## config.mk

```make
export PLATFORM = sky130hd
export DESIGN_NAME = ccp_evict_addr_queue
export DESIGN_NICKNAME = d
export VERILOG_FILES = /design/src/rtl/ccp_evict_pkg.sv /design/src/rtl/ccp_evict_fifo.sv /design/src/rtl/ccp_evict_addr_queue.sv
export SDC_FILE = /design/constraint.sdc
export NUM_CORES = 1
export LEC_CHECK = 0
export CAP_MARGIN = 10
export CORE_ASPECT_RATIO = 1.4
export CORE_MARGIN = 5
export CORE_UTILIZATION = 28
export DETAILED_ROUTE_END_ITERATION = 16
export MAX_ROUTING_LAYER = met4
export PLACE_DENSITY_LB_ADDON = 0.1
export SLEW_MARGIN = 25
export SYNTH_ARGS = -nofsm -noshare
export SYNTH_HDL_FRONTEND = slang
export SYNTH_SLANG_ARGS = --single-unit
```

## constraint.sdc

```tcl
create_clock -name clk -period 3.65 [get_ports clk]
set_input_delay 0.5475 -clock clk [delete_from_list [all_inputs] [get_ports clk]]
set_output_delay 0.5475 -clock clk [all_outputs]
set_load 0.02 [all_outputs]
```

## src/rtl/ccp_evict_pkg.sv

```systemverilog
// Shared types and helper functions for the CCP evict-address queue.
// The package has no parameters, so address values travel as MAX_ADDRESS_W-bit
// vectors and each user slices out the width it needs.
package ccp_evict_pkg;

    localparam int MAX_ADDRESS_W = 64;

    typedef logic [MAX_ADDRESS_W-1:0] addr_max_t;

    // One pending eviction: full line address plus its dirty flag.
    typedef struct packed {
        addr_max_t addr;
        logic      dirty;
    } evict_entry_t;

    function automatic int calc_set_per_bank_w(input int n_sets, input int n_tag_banks);
        return $clog2(n_sets / n_tag_banks);
    endfunction

    function automatic int calc_bnk_w(input int n_tag_banks);
        return $clog2(n_tag_banks);
    endfunction

    function automatic int calc_tag_w(input int address_w, input int off_w,
                                      input int n_sets, input int n_tag_banks);
        return address_w - off_w - calc_set_per_bank_w(n_sets, n_tag_banks)
               - calc_bnk_w(n_tag_banks);
    endfunction

    // Rebuild a line address. The set index is split at L = bnk_bit_pos - off_w:
    // its low L bits sit just above the offset, the bank field sits at
    // bnk_bit_pos, the remaining set bits go above the bank, and the tag
    // fills the MSBs. A zero-width bank field masks the bank input away.
    function automatic addr_max_t compose_evict_addr(input addr_max_t set,
                                                     input addr_max_t bank,
                                                     input addr_max_t tag,
                                                     input int        off_w,
                                                     input int        set_w,
                                                     input int        bnk_w,
                                                     input int        bnk_bit_pos);
        addr_max_t lo_mask;
        addr_max_t bnk_mask;
        addr_max_t addr;
        int        l;
        l        = bnk_bit_pos - off_w;
        lo_mask  = (addr_max_t'(1) << l) - addr_max_t'(1);
        bnk_mask = (addr_max_t'(1) << bnk_w) - addr_max_t'(1);
        addr     = (set & lo_mask) << off_w;
        addr     = addr | ((bank & bnk_mask) << bnk_bit_pos);
        addr     = addr | ((set >> l) << (bnk_bit_pos + bnk_w));
        addr     = addr | (tag << (off_w + set_w + bnk_w));
        return addr;
    endfunction

endpackage

```

## src/rtl/ccp_evict_fifo.sv

```systemverilog
// Generic valid/ready FIFO. Besides the usual head interface it exposes the
// raw entry array and a per-slot valid vector so the parent can run a CAM
// style compare across everything still pending.
module ccp_evict_fifo #(
    parameter int   DEPTH = 4,
    parameter int   WIDTH = 8,
    localparam int  PTR_W = $clog2(DEPTH),
    localparam int  CNT_W = PTR_W + 1
) (
    input  logic                         clk,
    input  logic                         reset_n,
    input  logic                         push_valid,
    output logic                         push_ready,
    input  logic [WIDTH-1:0]             push_data,
    output logic                         pop_valid,
    input  logic                         pop_ready,
    output logic [WIDTH-1:0]             pop_data,
    output logic [CNT_W-1:0]             occupancy,
    output logic [DEPTH-1:0]             entry_valid,
    output logic [DEPTH-1:0][WIDTH-1:0]  entries
);

    logic [DEPTH-1:0][WIDTH-1:0] mem;
    logic [PTR_W-1:0]            wr_ptr;
    logic [PTR_W-1:0]            rd_ptr;
    logic [CNT_W-1:0]            count;
    logic                        push_fire;
    logic                        pop_fire;

    // Ready and valid come only from registered count, so there is no
    // combinational path from pop_ready to push_ready.
    assign push_ready = (count < CNT_W'(DEPTH));
    assign pop_valid  = (count != '0);
    assign push_fire  = push_valid && push_ready;
    assign pop_fire   = pop_valid && pop_ready;
    assign pop_data   = mem[rd_ptr];
    assign occupancy  = count;
    assign entries    = mem;

    // Pointer and count update; DEPTH is a power of two so pointers wrap naturally.
    always_ff @(posedge clk or negedge reset_n) begin
        // NOTE: state registers use non-blocking assignments so every flop
        // samples the pre-edge value of its inputs regardless of block order.
        if (!reset_n) begin
            wr_ptr <= '0;
            rd_ptr <= '0;
            count  <= '0;
        end else begin
            if (push_fire) wr_ptr <= wr_ptr + PTR_W'(1);
            if (pop_fire)  rd_ptr <= rd_ptr + PTR_W'(1);
            case ({push_fire, pop_fire})
                2'b10:   count <= count + CNT_W'(1);
                2'b01:   count <= count - CNT_W'(1);
                default: count <= count;
            endcase
        end
    end

    // Entry storage write at the tail.
    always_ff @(posedge clk) begin
        // NOTE: the storage array is deliberately not reset; entry_valid and
        // count decide what is meaningful, so stale data is never observed.
        if (push_fire) mem[wr_ptr] <= push_data;
    end

    // A slot is live when its distance from the head is below the count.
    always_comb begin
        // NOTE: default assignment first so no path leaves the vector unassigned
        // and no latch is inferred.
        entry_valid = '0;
        for (int i = 0; i < DEPTH; i++) begin
            entry_valid[i] = ({1'b0, PTR_W'(i) - rd_ptr} < count);
        end
    end

    a_no_push_when_full: assert property (@(posedge clk) disable iff (!reset_n)
        (count == CNT_W'(DEPTH)) |-> !push_fire);

    a_count_in_range: assert property (@(posedge clk) disable iff (!reset_n)
        count <= CNT_W'(DEPTH));

    a_depth_legal: assert property (@(posedge clk)
        (DEPTH >= 2) && ((DEPTH & (DEPTH - 1)) == 0));

endmodule

```

## src/rtl/ccp_evict_addr_queue.sv

```systemverilog
// CCP evict-address queue: composes victim line addresses, buffers dirty
// evictions for the writeback path, counts dropped clean victims and answers
// line-address hazard lookups against everything still pending.
module ccp_evict_addr_queue
    import ccp_evict_pkg::*;
#(
    parameter int   ADDRESS_W           = 40,
    parameter int   CACHE_LINE_OFFSET_W = 6,
    parameter int   N_SETS              = 1024,
    parameter int   N_TAG_BANKS         = 2,
    parameter int   BNK_BIT_POS         = CACHE_LINE_OFFSET_W + calc_set_per_bank_w(N_SETS, N_TAG_BANKS),
    parameter int   QUEUE_DEPTH         = 4,
    parameter bit   DROP_CLEAN          = 1'b1,
    localparam int  SET_PER_BANK_W      = calc_set_per_bank_w(N_SETS, N_TAG_BANKS),
    localparam int  BNK_W               = calc_bnk_w(N_TAG_BANKS),
    localparam int  BNK_PW              = (BNK_W > 0) ? BNK_W : 1,
    localparam int  TAG_W               = calc_tag_w(ADDRESS_W, CACHE_LINE_OFFSET_W, N_SETS, N_TAG_BANKS),
    localparam int  CNT_W               = $clog2(QUEUE_DEPTH) + 1
) (
    input  logic                      clk,
    input  logic                      reset_n,
    input  logic                      evict_valid,
    output logic                      evict_ready,
    input  logic [SET_PER_BANK_W-1:0] evict_set,
    input  logic [BNK_PW-1:0]         evict_bank,
    input  logic [TAG_W-1:0]          evict_tag,
    input  logic                      evict_dirty,
    output logic                      wb_valid,
    input  logic                      wb_ready,
    output logic [ADDRESS_W-1:0]      wb_addr,
    output logic                      wb_dirty,
    input  logic                      lkup_valid,
    input  logic [ADDRESS_W-1:0]      lkup_addr,
    output logic                      lkup_hit,
    output logic [CNT_W-1:0]          occupancy,
    output logic [15:0]               drop_cnt
);

    localparam int OFF     = CACHE_LINE_OFFSET_W;
    localparam int ENTRY_W = ADDRESS_W + 1;

    localparam bit PARAMS_OK =
        (BNK_BIT_POS >= OFF) && (BNK_BIT_POS <= OFF + SET_PER_BANK_W) &&
        (N_TAG_BANKS >= 1) && ((N_TAG_BANKS & (N_TAG_BANKS - 1)) == 0) &&
        (QUEUE_DEPTH >= 2) && ((QUEUE_DEPTH & (QUEUE_DEPTH - 1)) == 0) &&
        (OFF >= 1) && (TAG_W >= 1) && (ADDRESS_W <= MAX_ADDRESS_W);

    evict_entry_t                        in_entry;
    evict_entry_t                        head_entry;
    logic [ADDRESS_W-1:0]                composed_addr;
    logic [ENTRY_W-1:0]                  head_data;
    logic [QUEUE_DEPTH-1:0]              entry_valid;
    logic [QUEUE_DEPTH-1:0][ENTRY_W-1:0] fifo_entries;
    logic                                push_valid;
    logic                                accept;
    logic                                enq;
    logic                                drop;
    logic                                match_any;
    logic                                unused_bits;

    // Compose the victim line address from set, bank and tag.
    always_comb begin
        in_entry.addr  = compose_evict_addr(addr_max_t'(evict_set), addr_max_t'(evict_bank),
                                            addr_max_t'(evict_tag), OFF, SET_PER_BANK_W,
                                            BNK_W, BNK_BIT_POS);
        in_entry.dirty = evict_dirty;
    end

    assign composed_addr = in_entry.addr[ADDRESS_W-1:0];

    // Clean victims bypass the queue when DROP_CLEAN is set, but they still
    // need evict_ready so the upstream handshake stays uniform.
    assign push_valid = evict_valid && (evict_dirty || !DROP_CLEAN);
    assign accept     = evict_valid && evict_ready;
    assign enq        = push_valid && evict_ready;
    assign drop       = accept && DROP_CLEAN && !evict_dirty;

    ccp_evict_fifo #(
        .DEPTH (QUEUE_DEPTH),
        .WIDTH (ENTRY_W)
    ) u_fifo (
        .clk         (clk),
        .reset_n     (reset_n),
        .push_valid  (push_valid),
        .push_ready  (evict_ready),
        .push_data   ({composed_addr, in_entry.dirty}),
        .pop_valid   (wb_valid),
        .pop_ready   (wb_ready),
        .pop_data    (head_data),
        .occupancy   (occupancy),
        .entry_valid (entry_valid),
        .entries     (fifo_entries)
    );

    // Unpack the head entry for the writeback interface.
    always_comb begin
        head_entry.addr  = addr_max_t'(head_data[ENTRY_W-1:1]);
        head_entry.dirty = head_data[0];
    end

    assign wb_addr  = head_entry.addr[ADDRESS_W-1:0];
    assign wb_dirty = head_entry.dirty;

    // Saturating count of dropped clean evictions.
    always_ff @(posedge clk or negedge reset_n) begin
        if (!reset_n) begin
            drop_cnt <= '0;
        end else if (drop && (drop_cnt != 16'hFFFF)) begin
            drop_cnt <= drop_cnt + 16'd1;
        end
    end

    // Line-granular hazard compare against every live entry (the head being
    // popped this cycle is still live) and against a victim being enqueued now.
    always_comb begin
        match_any = 1'b0;
        for (int i = 0; i < QUEUE_DEPTH; i++) begin
            if (entry_valid[i] &&
                (fifo_entries[i][ENTRY_W-1:OFF+1] == lkup_addr[ADDRESS_W-1:OFF])) begin
                match_any = 1'b1;
            end
        end
        if (enq && (composed_addr[ADDRESS_W-1:OFF] == lkup_addr[ADDRESS_W-1:OFF])) begin
            match_any = 1'b1;
        end
    end

    assign lkup_hit = lkup_valid && match_any;

    // Offset bits, dirty bits of the array and the upper bits of the wide
    // package type are intentionally not consumed.
    assign unused_bits = ^{in_entry, head_entry, lkup_addr, fifo_entries};

    a_no_wb_when_empty: assert property (@(posedge clk) disable iff (!reset_n)
        wb_valid |-> (occupancy != '0));

    a_no_enq_when_full: assert property (@(posedge clk) disable iff (!reset_n)
        (occupancy == CNT_W'(QUEUE_DEPTH)) |-> !enq);

    a_params_legal: assert property (@(posedge clk) PARAMS_OK);

endmodule
```

==> results of run 1 <==
## critical path, cell delays in order (launching register included)
cell and delay, ps:
dfrtp_2 370, buf_4 310, buf_4 560, mux4_2 610, clkdlybuf4s50_1 580
## layer usage
layer | wire length, µm | global-route usage | vias up
li1 | - | - | 2436
met1 | 10580 | 0.1899 | 2639
met2 | 14590 | 0.2938 | 135
met3 | 1128 | 0.03381 | 26
met4 | 588 | 0.05297 | 0
met5 | 0 | - | -
## synth_stat cells, types with 7 or more instances
cell type,n
nand3_1,8
nor4_1,23
nand4_1,29
edfxtp_1,140
xor2_1,89
buf_2,37
dfrtp_1,23
buf_4,9
inv_1,7
nand2_1,8
ha_1,10
mux4_2,35
xnor2_1,102
## area by class of cell
class,count,area (µm²),area share
diodes,1,2.502,0.0002247
flip-flops and latches,163,4782,0.4295
inverters,10,37.54,0.003371
clock buffers,18,450.4,0.04045
multi-input cells,355,3402,0.3055
clock inverters,14,115.1,0.01034
repair buffers,199,1863,0.1673
well taps,385,481.7,0.04326
## worst max path at each step
stage,cells after the start,end
after floorplan,10,lkup_hit
final,4,wb_addr[36]
after CTS,4,wb_addr[21]
after global placement,9,lkup_hit
after global routing,4,wb_addr[17]
after detailed placement,9,lkup_hit
## power by group through the flow
stage | combinational, µW | sequential [µW] | clock [µW]
detailed placement | 2600 | 2420 | 0
global route | 2780 | 2380 | 1870
floorplan | 1420 | 2400 | 0
finish | 2600 | 2360 | 1760
global placement | 2590 | 2410 | 0
CTS | 2670 | 2360 | 1800
## through the flow
step	area (µm²)	setup TNS, ps	power, µW	util
after detailed placement	10510	-99.48	5017	0.3522
after floorplan	8448	0	3827	-
final	11130	0	6711	0.3731
after CTS	11130	0	6826	0.3730
after global placement	10520	-155.6	4997	0.3524
after global routing	11130	0	7026	0.3731
## kinds of logic (layout without fill, tap and decap cells)
family / count (synthesis) / in the layout / share of synthesized area
xor gates and xnor gates: 191 / 191 / 0.1985
DFF: 163 / 163 / 0.5670
and+or+nand+nor: 96 / 96 / 0.07258
buffers and inverters: 60 / 241 / 0.03622
muxes: 36 / 36 / 0.09485
AOI/OAI and AO/OA: 15 / 15 / 0.01321
adders and majority gates: 11 / 11 / 0.01722
other: 1 / 7 / 0.0004449
## placed cells by master (no fill, tap or decap), types with 10 or more instances in the layout
master           Yosys  layout
xnor2_1            102     102
mux4_2              35      35
xor2_1              89      89
ha_1                10      10
clkbuf_16            0      18
dfrtp_1             23      21
edfxtp_1           140     140
buf_4                9      65
nand4_1             29      29
nor4_1              23      19
clkdlybuf4s50_1      0     128
## flip-flops by register name, indices dropped and copies added, names as in the netlist
signal	count
u_fifo.entries	140
u_fifo.occupancy	3
u_fifo.rd_ptr	2
u_fifo.wr_ptr	2
drop_cnt	16
## what timing repair did
action                     CTS  global route
hold endpoints to repair     0             0
setup endpoints to repair    1             0
gates resized for setup      6             0
buffers inserted             3             0
==> key figures, run 1 <==
Timing
  – Relative slew slack: 0.6005
  – Final setup margin: 204.5 ps
  – Hold_ws: 102.6 ps
  – Final Setup Violations: 0
  – Slew Viols, Final: 0
  – RSZ-0062 raised after global routing: false
  – Final min period: around 3400 ps
  – Max Freq: 290.2 MHz
  – Worst slew pin tran: 597.2 ps
  – Clock skew: 11.03 ps
  – Final worst path period share: 0.9440
  – Final hold viol count: 0

Synthesis
  – FFs w/ async S/R, synth: 0.1411
  – Yosys cell types: 40
  – Post-synthesis sequential area ratio: 0.5670
  – Post-synth top area share: 0.4987
  – Syn Area/Cell: 14.71 µm²
  – YS warnings: 0
  – Top cells by area, synth: edfxtp_1 50%, xnor2_1 11%, mux4_2 9.4%
  – Top_reg_cell synth: edfxtp_1
  – Post-synth EDFFs: 140
  – Post-Synthesis Cell Area: 8429 µm²
  – Area leader, netlist: edfxtp_1
  – Synthesized flop and latch total: ~160
  – Post-synthesis cell count: ~570

Clock tree
  – Clock Root Buffer: clkbuf_16
  – CTS Hold Bufs: 0
  – H-tree level count: 4
  – CTS buffer count: 17
  – # clock sinks: 163
  – TritonCTS clock tree: built
  – Reg clk slew, reported paths: 70 ps
  – Worst-skew pair later-pin latency: 440 ps
  – Clock tree buffer depth: 2

Place
  – Dpl ws: -99.48 ps
  – Port Buffers: 130
  – DP HPWL: 20600 µm
  – Cells after DPL: about 1100
  – Gpl congestion: 0.8616

Critical path
  – WP data arrival: 2900 ps
  – Worst Setup End Kind: primary output
  – Worst-path maximum fanout: 24
  – R2R Setup Slk: roughly 1600 ps
  – Reg2reg start: u_fifo.occupancy[2]
  – FF-to-FF End: u_fifo.occupancy[2]
  – Worst-case reg-to-reg path depth: 9
  – CP Launch Type: flip-flop
  – Setup CP Type: reg -> out
  – CP startpoint: u_fifo.rd_ptr[0]
  – Critical path required time: roughly 3100 ps

Power and ir drop
  – Clock share of power: 0.262
  – Sw Ratio: 0.3488
  – Switching Power: 2341 µW
  – Leakage power: 0.003821 µW
  – Power per standard cell area: 602.8 nW/µm²
  – Internal power: between 4000 and 5000 µW
  – Sequential power share: 0.351
  – Combinational share of power: 0.387
  – Peak supply drop: 0.4694 mV

Run status
  – Status: finished clean

Final layout
  – P&R area growth vs syn: 32.09%
  – Fill cells: 2893
  – Fraction of layout cells with a size suffix above 1: 0.2121
  – Finished Layout Cells: about 1100
  – Final nets: 837

Floorplanning
  – Rows: 75
  – Starting Density: 0.2825
  – # IOs: 143
  – Die width: 156.6 µm
  – Chip Height: 215.3 µm
  – Die area: 33720 µm²
  – Core Footprint: 29840 µm²

Drt
  – Vias: 5236
  – Wirelength per Cell: about 23 µm
  – Avg Vias per Cell: 4.573
  – Drc violations: 0
  – Initial DRC Count: about 350
  – WL final: about 27000 µm
  – TritonRoute pass-1 iters: 4
  – DRT antenna net count: 0

Global route
  – Initial antenna violation count: 1
  – GRT Total Usage: 0.1673
  – First-pass GRT wire length: just under 40000 µm
  – Final global-route overflow total: 0
  – Vias in the first global route: 5984
  – Pin count of the biggest net entering global routing: 31

Job
  – Max Cap Viol: 0

Worst hold path
  – Hold Crit Class: in -> async
Power figures use the tool's default switching activity.
==> inputs of run 2 (changes only) <==
--- a/config.mk
+++ b/config.mk
@@ -8,3 +8,3 @@
 export CAP_MARGIN = 10
-export CORE_ASPECT_RATIO = 1.4
+export CORE_ASPECT_RATIO = 0.5
 export CORE_MARGIN = 5
@@ -14,2 +14,3 @@
 export PLACE_DENSITY_LB_ADDON = 0.1
+export SKIP_LAST_GASP = 1
 export SLEW_MARGIN = 25
==> constraint.sdc (replaced) <==
create_clock -name clk -period 3.65 [get_ports clk]
set_input_delay 0.73 -clock clk [delete_from_list [all_inputs] [get_ports clk]]
set_output_delay 0.73 -clock clk [all_outputs]
set_load 0.02 [all_outputs]
==> run 2 against run 1 <==
  * Sequential share of layout area down 1.7 points
  * Sequential cell count did not move
  * Via count up 2.6%
  * First-iteration DRC count up 2.3%
  * Worst hold slack gained 390 ps
  * Combinational power about the same
  * Maximum frequency shrank 3.6%
  * Largest power group unchanged
==> key figures, run 2 (synthesized netlist as in run 1, its figures left out) <==
Place
  – DP HPWL: just under 20000 µm
  – Placed cell area: between 10000 and 15000 µm²
  – Gpl congestion: 0.7898
  – Port Buffers: 130
  – Cells after DPL: 1164

Clock tree
  – Worst-skew pair later-pin latency: 440 ps
  – TritonCTS clock tree: built
  – CTS Hold Bufs: 0
  – Post-CTS Setup Repair Bufs: 0
  – # clock sinks: around 160
  – Reg clk slew, reported paths: 60 ps
  – Clock tree buffer depth: 2
  – H-tree level count: 4
  – Clock Root Buffer: clkbuf_16
  – CTS buffer count: 17

Floorplanning
  – Die area: roughly 34000 µm²
  – Core Footprint: 29340 µm²
  – # IOs: 143
  – Rows: 44
  – Die width: about 260 µm
  – Starting Density: 0.2873
  – Chip Height: 132.7 µm

Critical path
  – Worst-path maximum fanout: 4
  – Worst Setup End Kind: primary output
  – Worst-case reg-to-reg path depth: 9
  – WP data arrival: 2840 ps
  – Setup CP Type: in -> out
  – Reg2reg start: u_fifo.occupancy[0]
  – CP startpoint: lkup_addr[11]
  – Critical path required time: 2920 ps
  – CP Launch Type: input port

Drt
  – Initial DRC Count: 354
  – TritonRoute pass-1 iters: 5
  – Drc violations: 0
  – Avg Vias per Cell: around 4.5
  – Wirelength per Cell: 21.84 µm
  – Vias: 5373
  – WL final: about 26000 µm
  – DRT antenna net count: 0

Power and ir drop
  – Power per standard cell area: 590.0 nW/µm²
  – Overall power: 6835 µW
  – Peak supply drop: 0.3328 mV
  – Leakage power: 0.004087 µW

Final layout
  – Commonest non-fill, non-tap cell in the layout: edfxtp_1
  – Design area: 11580 µm²
  – Final nets: 883
  – Max FFs per register: 140
  – Area occupied by multi-input gates: roughly 3500 µm²
  – Fraction of layout cells with a size suffix above 1: 0.2634
  – Most frequent cells in the layout: 140 x edfxtp_1, 125 x clkdlybuf4s50_1, 110 x buf_4, 98 x xnor2_1, 88 x xor2_1
  – P&R area growth vs syn: 37.42%
  – Register area: 4782 µm²
  – Fill cells: 2833
  – Finished Layout Cells: 1197

Timing
  – Hold_ws: about 500 ps
  – RSZ-0062 raised after global routing: false
  – Final worst path period share: 0.9790
  – Final min period: about 3600 ps
  – Setup tns final: 0 ps
  – Clock skew: 5.955 ps
  – Max Freq: 279.9 MHz
  – Final Setup Violations: 0
  – Worst slew pin tran: 622.6 ps
  – Slew Viols, Final: 0
  – Final hold viol count: 0
  – Relative slew slack: 0.5849

Worst hold path
  – Hold Crit Class: reg -> reg
  – Worst Hold Path Cells: 1
  – Hold path start: drop_cnt[8]

Global route
  – GRT Total Usage: 0.1621
  – Vias in the first global route: 5884
  – First-pass GRT wire length: 38810 µm
  – Final global-route overflow total: 0
  – Pin count of the biggest net entering global routing: 36
  – Initial antenna violation count: 1

Job
  – Max Cap Viol: 0

Run status
  – Status: finished clean
==> run 2: path summary, 6_finish.rpt <==
check / end / slack (ps)
min in group asynchronous: drop_cnt[14] / 650
hold reg to reg: drop_cnt[8] / 490
max in group asynchronous: u_fifo.rd_ptr[0] / 2730
hold / removal: drop_cnt[8] / 490
setup reg to reg: u_fifo.occupancy[2] / 1690
setup / recovery: lkup_hit / 80
==> run 2: final cells by class <==
type | instances | area share
Antenna cell | 1 | 0.0002160
Multi-Input combinational cell | 355 | 0.2983
Inverter | 10 | 0.003240
Sequential cell | 163 | 0.4128
Clock inverter | 13 | 0.01426
Clock buffer | 19 | 0.03737
Tap cell | 391 | 0.04223
Timing Repair Buffer | 245 | 0.1915
==> run 2: power by group <==
group | internal (µW) | leakage, µW | switching (µW) | total [µW]
Combinational | 1250 | 0.00223 | 1370 | 2620
Clock | 1130 | 0.000295 | 725 | 1860
Sequential | 2220 | 0.00156 | 140 | 2360
Total | 4600 | 0.00409 | 2230 | 6830
==> run 2: through the flow <==
| step | worst slack [ps] | utilization |
|---|---|---|
| 2_1_floorplan | 642.6 | - |
| 4_1_cts | 0.04219 | 0.3933 |
| 5_1_grt | 3.481 | 0.3948 |
| 6_report | 76.68 | 0.3948 |
| 3_5_place_dp | -506.0 | 0.3712 |
| 3_3_place_gp | -445.9 | 0.3712 |
==> run 2: layer usage <==
layer  global-route usage  part of all wire  routed length (µm)  up-vias
met3              0.03884             0.048                1248       22
met4              0.04373             0.014                 367        0
met1               0.2182              0.47               12320     2727
li1                     -                 -                   -     2520
met2               0.2476              0.47               12210      104
met5                    -                 0                   0        -
==> run 2: repair_timing <==
item | in CTS | in global routing
endpoints found under the setup margin | 1 | 1
gates resized for setup | 14 | 10
pin swaps | 4 | 5
==> run 2: critical path, cell delays in order <==
cell             delay [ps]
clkdlybuf4s50_1         620
xor2_1                  440
nor4_1                  130
buf_4                   160
nand4_1                  90
nor4_2                   50
o41a_1                  460
buf_6                   160
